### config.mk
export PLATFORM = sky130hd
export DESIGN_NAME = arb_rr_n
export DESIGN_NICKNAME = d
export VERILOG_FILES = /design/src/rtl/arb_rr_n.sv
export SDC_FILE = /design/constraint.sdc
export NUM_CORES = 1
export LEC_CHECK = 0
export CAP_MARGIN = 5
export CORE_AREA = 2 2 39 41
export DETAILED_ROUTE_END_ITERATION = 12
export DIE_AREA = 0 0 41 43
export GPL_ROUTABILITY_DRIVEN = 0
export PLACE_DENSITY = 0.84
export SYNTH_ARGS = -nofsm -noshare
export SYNTH_HDL_FRONTEND = slang
export SYNTH_SLANG_ARGS = --single-unit
### constraint.sdc
create_clock -name clk -period 2.9 [get_ports clk]
set_input_delay 0.58 -clock clk [delete_from_list [all_inputs] [get_ports clk]]
set_output_delay 0.58 -clock clk [all_outputs]
set_load 0.05 [all_outputs]
### src/rtl/arb_rr_n.sv
// arb_rr_n: N-way round-robin arbiter with bounded grant hold.
//   One requester owns the grant at a time. The owner keeps the grant while it
//   holds req, for at most MAX_HOLD consecutive cycles (0 = no limit). After
//   that, the grant rotates. The scan starts one past the last owner, so the
//   previous owner is always scanned last.
// Ports:
//   clk      single clock, all state updates on posedge
//   rst      synchronous active-high reset
//   req      [N-1:0] level-sensitive request vector
//   gnt      [N-1:0] registered one-hot grant, zero when there is no owner
//   gnt_vld  registered, high when gnt is non-zero
//   gnt_idx  [IDX_W-1:0] registered binary index of the owner, 0 when idle
module arb_rr_n #(
   parameter  int N        = 4,
   parameter  int MAX_HOLD = 4,
   localparam int IDX_W    = $clog2(N)
) (
   input  logic             clk,
   input  logic             rst,
   input  logic [N-1:0]     req,
   output logic [N-1:0]     gnt,
   output logic             gnt_vld,
   output logic [IDX_W-1:0] gnt_idx
);

   localparam int HCW = (MAX_HOLD > 2) ? $clog2(MAX_HOLD) : 1;
   localparam logic [HCW-1:0] HOLD_LAST = HCW'((MAX_HOLD > 0) ? MAX_HOLD - 1 : 0);
   localparam bit UNLIM = (MAX_HOLD == 0);

   logic [N-1:0]     r_gnt;
   logic             r_vld;
   logic [IDX_W-1:0] r_idx;
   logic [IDX_W-1:0] r_ptr;
   logic [HCW-1:0]   r_hold;

   logic             w_keep;
   logic             w_found;
   logic [IDX_W-1:0] w_pick;

   // Modulo-N wrap for values in 0..2N-2, so non-power-of-2 N never produces
   // an index >= N.
   function automatic logic [IDX_W-1:0] f_wrap(input int v);
      int t;
      t = (v >= N) ? v - N : v;
      return IDX_W'(t);
   endfunction

   // The first requester found at or after r_ptr, in rotation order.
   always_comb begin
      w_found = 1'b0;
      w_pick  = '0;
      for (int k = 0; k < N; k++) begin
         if (!w_found && req[f_wrap(int'(r_ptr) + k)]) begin
            w_found = 1'b1;
            w_pick  = f_wrap(int'(r_ptr) + k);
         end
      end
   end

   // r_hold counts cycles already spent in this tenure minus one. The tenure
   // may extend only while that count is below MAX_HOLD-1.
   assign w_keep = r_vld && req[r_idx] && (UNLIM || (r_hold < HOLD_LAST));

   always_ff @(posedge clk) begin
      if (rst) begin
         r_gnt  <= '0;
         r_vld  <= 1'b0;
         r_idx  <= '0;
         r_ptr  <= '0;
         r_hold <= '0;
      end else if (w_keep) begin
         // In unlimited mode the counter has no effect, so it only saturates.
         if (!UNLIM || (r_hold != '1)) begin
            r_hold <= r_hold + HCW'(1);
         end
      end else if (w_found) begin
         r_gnt  <= N'(1) << w_pick;
         r_vld  <= 1'b1;
         r_idx  <= w_pick;
         r_ptr  <= f_wrap(int'(w_pick) + 1);
         r_hold <= '0;
      end else begin
         r_gnt <= '0;
         r_vld <= 1'b0;
         r_idx <= '0;
      end
   end

   assign gnt     = r_gnt;
   assign gnt_vld = r_vld;
   assign gnt_idx = r_idx;

endmodule

* Word level (Yosys, flattened, before mapping) *
Cells that the tools add are included.

word-level totals
  flip-flop bits (word level) = 11
  latch bits = 0
  RAM bits = 0
  ROM bits = 0
  word-level logic and storage cells = 66
  memories = 0

operators by class
  add/subtract/negate cells = 10
  multipliers = 0
  divide/modulo/power cells = 0
  order comparisons = 11
  eq/ne operators = 0
  shifts and indexed selects = 1
  mux-type cells = 28
  bitwise gates (word level) = 1
  reductions and logical operators = 10

operator list
  operator               number
  $mux W2                12
  $lt A2 B3 Y1 const B   5
  $ge A3 B3 Y1 const B   4
  $bmux W1 S2            5
  $mux W1                10
  $sub A2 B1 Y2 const B  5
  $add A2 B1 Y3 const B  2
  $add A2 B2 Y3 const B  2
  $logic_and A1 B1 Y1    5
  $mux W4                1
  $shl A1 B2 Y4 const A  1
  $ge A2 B3 Y1 const B   1
  $logic_not A1 Y1       3
  $add A2 B1 Y2 const B  1
  $lt A2 B2 Y1 const B   1
  $reduce_and A2 Y1      1
  $reduce_bool A2 Y1     1
  $not A1 Y1             1

* Logic depth before layout (Yosys ltp) *
  depth in word-level cells = 17
  mapped depth = 7
  mapped depth without buffers = 7

* Least setup slack after synthesis *
OpenSTA, ideal clock, no wires.

  path kind = flip-flop to flip-flop
  start point = reg r_idx[0], in the netlist gnt_idx[0]
  end point = reg r_ptr[0]
  setup time = 0.079 ns
  data arrival time = 1.583 ns
  slack = 1.238 ns
  stages on the path, launching flop included = 5
  path buffers = 0
  clock period less this slack = 1.662 ns
  cell sequence = dfxtp_1 -> mux2i_1 -> a2bb2oi_4 -> a21oi_2 -> a211oi_2

on the way
  longest elaborated chain between the ends = 6

ends and longest elaborated chain
  element                           RTL line  source
  start: declaration                32        logic [IDX_W-1:0] r_idx;
  start signal: assignment          79        r_idx <= w_pick;
  $bmux W1 S2                       62        assign w_keep = r_vld && req[r_idx] && (UNLIM || (r_hold < HOLD_LAST));
  $mux W1 (not written as such)     62
  $logic_and A1 B1 Y1 (2 in a row)  62
  $not A1 Y1 (no line)              --
  $reduce_and A2 Y1 (no line)       --
  end signal: assignment            80        r_ptr <= f_wrap(int'(w_pick) + 1);
  end: declaration                  33        logic [IDX_W-1:0] r_ptr;

Every way passes these cells. The select of a mux whose other input is x is not followed.
A chain may end at the register's enable or synchronous reset.

* Worst setup path in the final report *
  start point = reg r_idx[0], in the netlist gnt_idx[0]
  end point = out gnt_idx[0]

RTL lines
  element           RTL line  source
  end: declaration  23        output logic [IDX_W-1:0] gnt_idx

No word-level cell between the ends.

==> impl_metrics.json <==
{
  "antenna_found_initial": 0,
  "cts_made_buffers": 3,
  "wl_mm": 1.21,
  "r2r_slack_ns": 1.31,
  "place_ws_ns": 0.651,
  "grt_pass1_wl_mm": 1.97,
  "slowest_delay_ns": 0.83,
  "synth_top_area_share_pct": 34.0,
  "synth_top_area_cell": "dfxtp_1",
  "finalCritPeriodShare_pct": 71.7,
  "synth_common_cells": "dfxtp_1 (11), a21oi_1 (10)",
  "setup_tns_ns": 0,
  "slew_violations": 0,
  "post_cts_buffers": 0,
  "start_util_pct": 46.7,
  "tightest_slew_ns": 0.603,
  "cap_violations": 0,
  "drive_gt1_share_pct": 15.9,
  "cp_cell_sequence": "clkdlybuf4s50_1",
  "maxSlewHeadroom_pct": 59.4,
  "synth_edf_count": 0,
  "cp.required_ns": 2.32,
  "diodes": 0,
  "io-pin-count": 13,
  "drt_iter0_drc": 11,
  "dieArea_um2": 1760,
  "cp_slowest_cell": "clkdlybuf4s50_1",
  "cts_buffer_depth": 2,
  "power.leakage_nw": 0.294,
  "fmax_mhz": 481,
  "path_buf_inv": 1,
  "peakVddDrop_mv": 0.355,
  "synth_cells": 68,
  "clk-insertion-delay-late_ns": 0.27,
  "ys_top_cells_by_area": "dfxtp_1 (34%), ha_1 (9.7%), a21oi_1 (7.7%), a2bb2oi_4 (4.1%), a211oi_2 (3.9%)",
  "ys.flop_type": "dfxtp_1",
  "yosys_warnings": 0,
  "grt_max_degree": 13,
  "synth_area_per_cell_um2": 9.51,
  "cts_sinks": 11,
  "rows": 14,
  "min_path_type": "reg -> reg",
  "drc": 0,
  "ctsHoldBuffers": 0,
  "detailed_place_hpwl_um": 885,
  "setup_viol": 0,
  "vias": 549,
  "syn_to_final_growth_pct": 23.4,
  "ys_seq_area_share_pct": 34.0,
  "critPathArrivalTime_ns": 1.50,
  "total_power_mw": 0.461,
  "antenna_left": 0,
  "synth.distinct_cells": 28,
  "fin_skew_ns": 0.00639,
  "overflow": 0,
  "placed_cell_area_um2": 772,
  "ys_ff_latch": 11,
  "cp-start-kind": "flop",
  "grt_pass1_vias": 455,
  "rsz0062_at_grt": "no",
  "cts_tree": "built",
  "end_kind": "output pin",
  "finalHoldViolCount": 0,
  "htreeDepth": 1,
  "dr.pass1.iters": 4,
  "syn-num-nets": 79,
  "syn_area_um2": 647,
  "die_w_um": 41,
  "grt_use_total_pct": 16.9,
  "status": "finished, final reports clean",
  "post-place-cells": 94,
  "stdcell_count": 98,
  "worst_slack_ns": 0.822,
  "ys_async_sr_fraction_pct": 0,
  "design_area_um2": 798,
  "synthMostInstantiatedCell": "dfxtp_1",
  "cts_root_buffer": "clkbuf_4",
  "portBuffers": 12,
  "dieHeight_um": 43,
  "powerDensity_nw_per_um2": 577,
  "viasPerCell": 5.60,
  "nNetsFinal": 94,
  "wl_per_cell_um": 12.3,
  "cts.repair.resized": 0,
  "core-area_um2": 1380,
  "path_max_fanout": 4,
  "clk_pin_slew_ns": 0.07,
  "crit_type": "reg -> out",
  "period_needed_ns": 2.08,
  "critPathTopFamily": "buffers and inverters"
}
-- stage by stage --
step           hold slack, ns  util (%)
6_report                0.459      57.7
4_1_cts                 0.460      57.7
2_1_floorplan           0.460         -
3_5_place_dp            0.445      55.8
5_1_grt                 0.482      57.7
3_3_place_gp            0.443      55.8
-- area by class of cell --
type | instances | area [um^2]
Clock buffer | 4 | 26.3
Fill cell | 119 | 586
Inverter | 3 | 11.3
Multi-Input combinational cell | 52 | 400
Sequential cell | 11 | 220
Tap cell | 16 | 20.0
Timing Repair Buffer | 12 | 120
-- state kept, by name, indices dropped and copies added, names as in the netlist --
signal	count
gnt	4
gnt_idx	2
r_hold	2
r_ptr	2
gnt_vld	1
-- cell usage in the layout (no fill, tap or decap), drive strengths merged --
cell type      synthesis  routed
o21a                   1       1
dfxtp                 11      11
clkdlybuf4s50          0      12
mux2                   1       1
a22oi                  1       1
mux2i                  2       2
a211oi                 2       2
or2                    1       1
nor3                   1       1
nor3b                  1       1
o21ai                  1       1
nor2                   5       5
ha                     5       5
o2bb2ai                1       1
nand3b                 2       2
clkbuf                 1       4
a21oi                 11      11
nand2                  5       5
nand2b                 1       1
nor4                   1       1
nand3                  5       5
o22a                   1       1
or4                    1       1
o221ai                 1       1
o31ai                  1       1
a2bb2oi                1       1
inv                    3       3
-- tightest hold or removal path: stages (launching register included) --
cell	delay (ns)
dfxtp_1	0.31
nand2_1	0.05
a21oi_1	0.05
-- worst paths after layout --
kind | from | to | cells after the start
max | gnt_idx[0] | gnt_idx[0] | 1
min reg2reg | gnt[1] | gnt[1] | 2
min | gnt[1] | gnt[1] | 2
max reg2reg | r_ptr[1] | gnt[0] | 7
-- logic make-up (layout without fill, tap and decap cells) --
logic type,Yosys count,in the layout,synth area share [%]
simple gates,23,23,21.1
compound gates,21,21,26.3
flops,11,11,34.0
fa+ha+maj,5,5,9.67
buf+inv,5,19,4.06
mux,3,3,4.84
-- layer usage --
| layer | global-route usage [%] | share of wire, % |
|---|---|---|
| met1 | 22.5 | 44 |
| met2 | 23.4 | 47 |
| met3 | 3.14 | 6.2 |
| met4 | 12.0 | 3.0 |
| met5 | 0 | 0 |
-- where the power goes --
part,switching [mW],leakage [nW],internal (mW)
clock network,0.0482,0.0150,0.0532
logic,0.102,0.188,0.0703
registers,0.0168,0.0906,0.170
total,0.167,0.294,0.293
(Power assumes the default switching activity.)
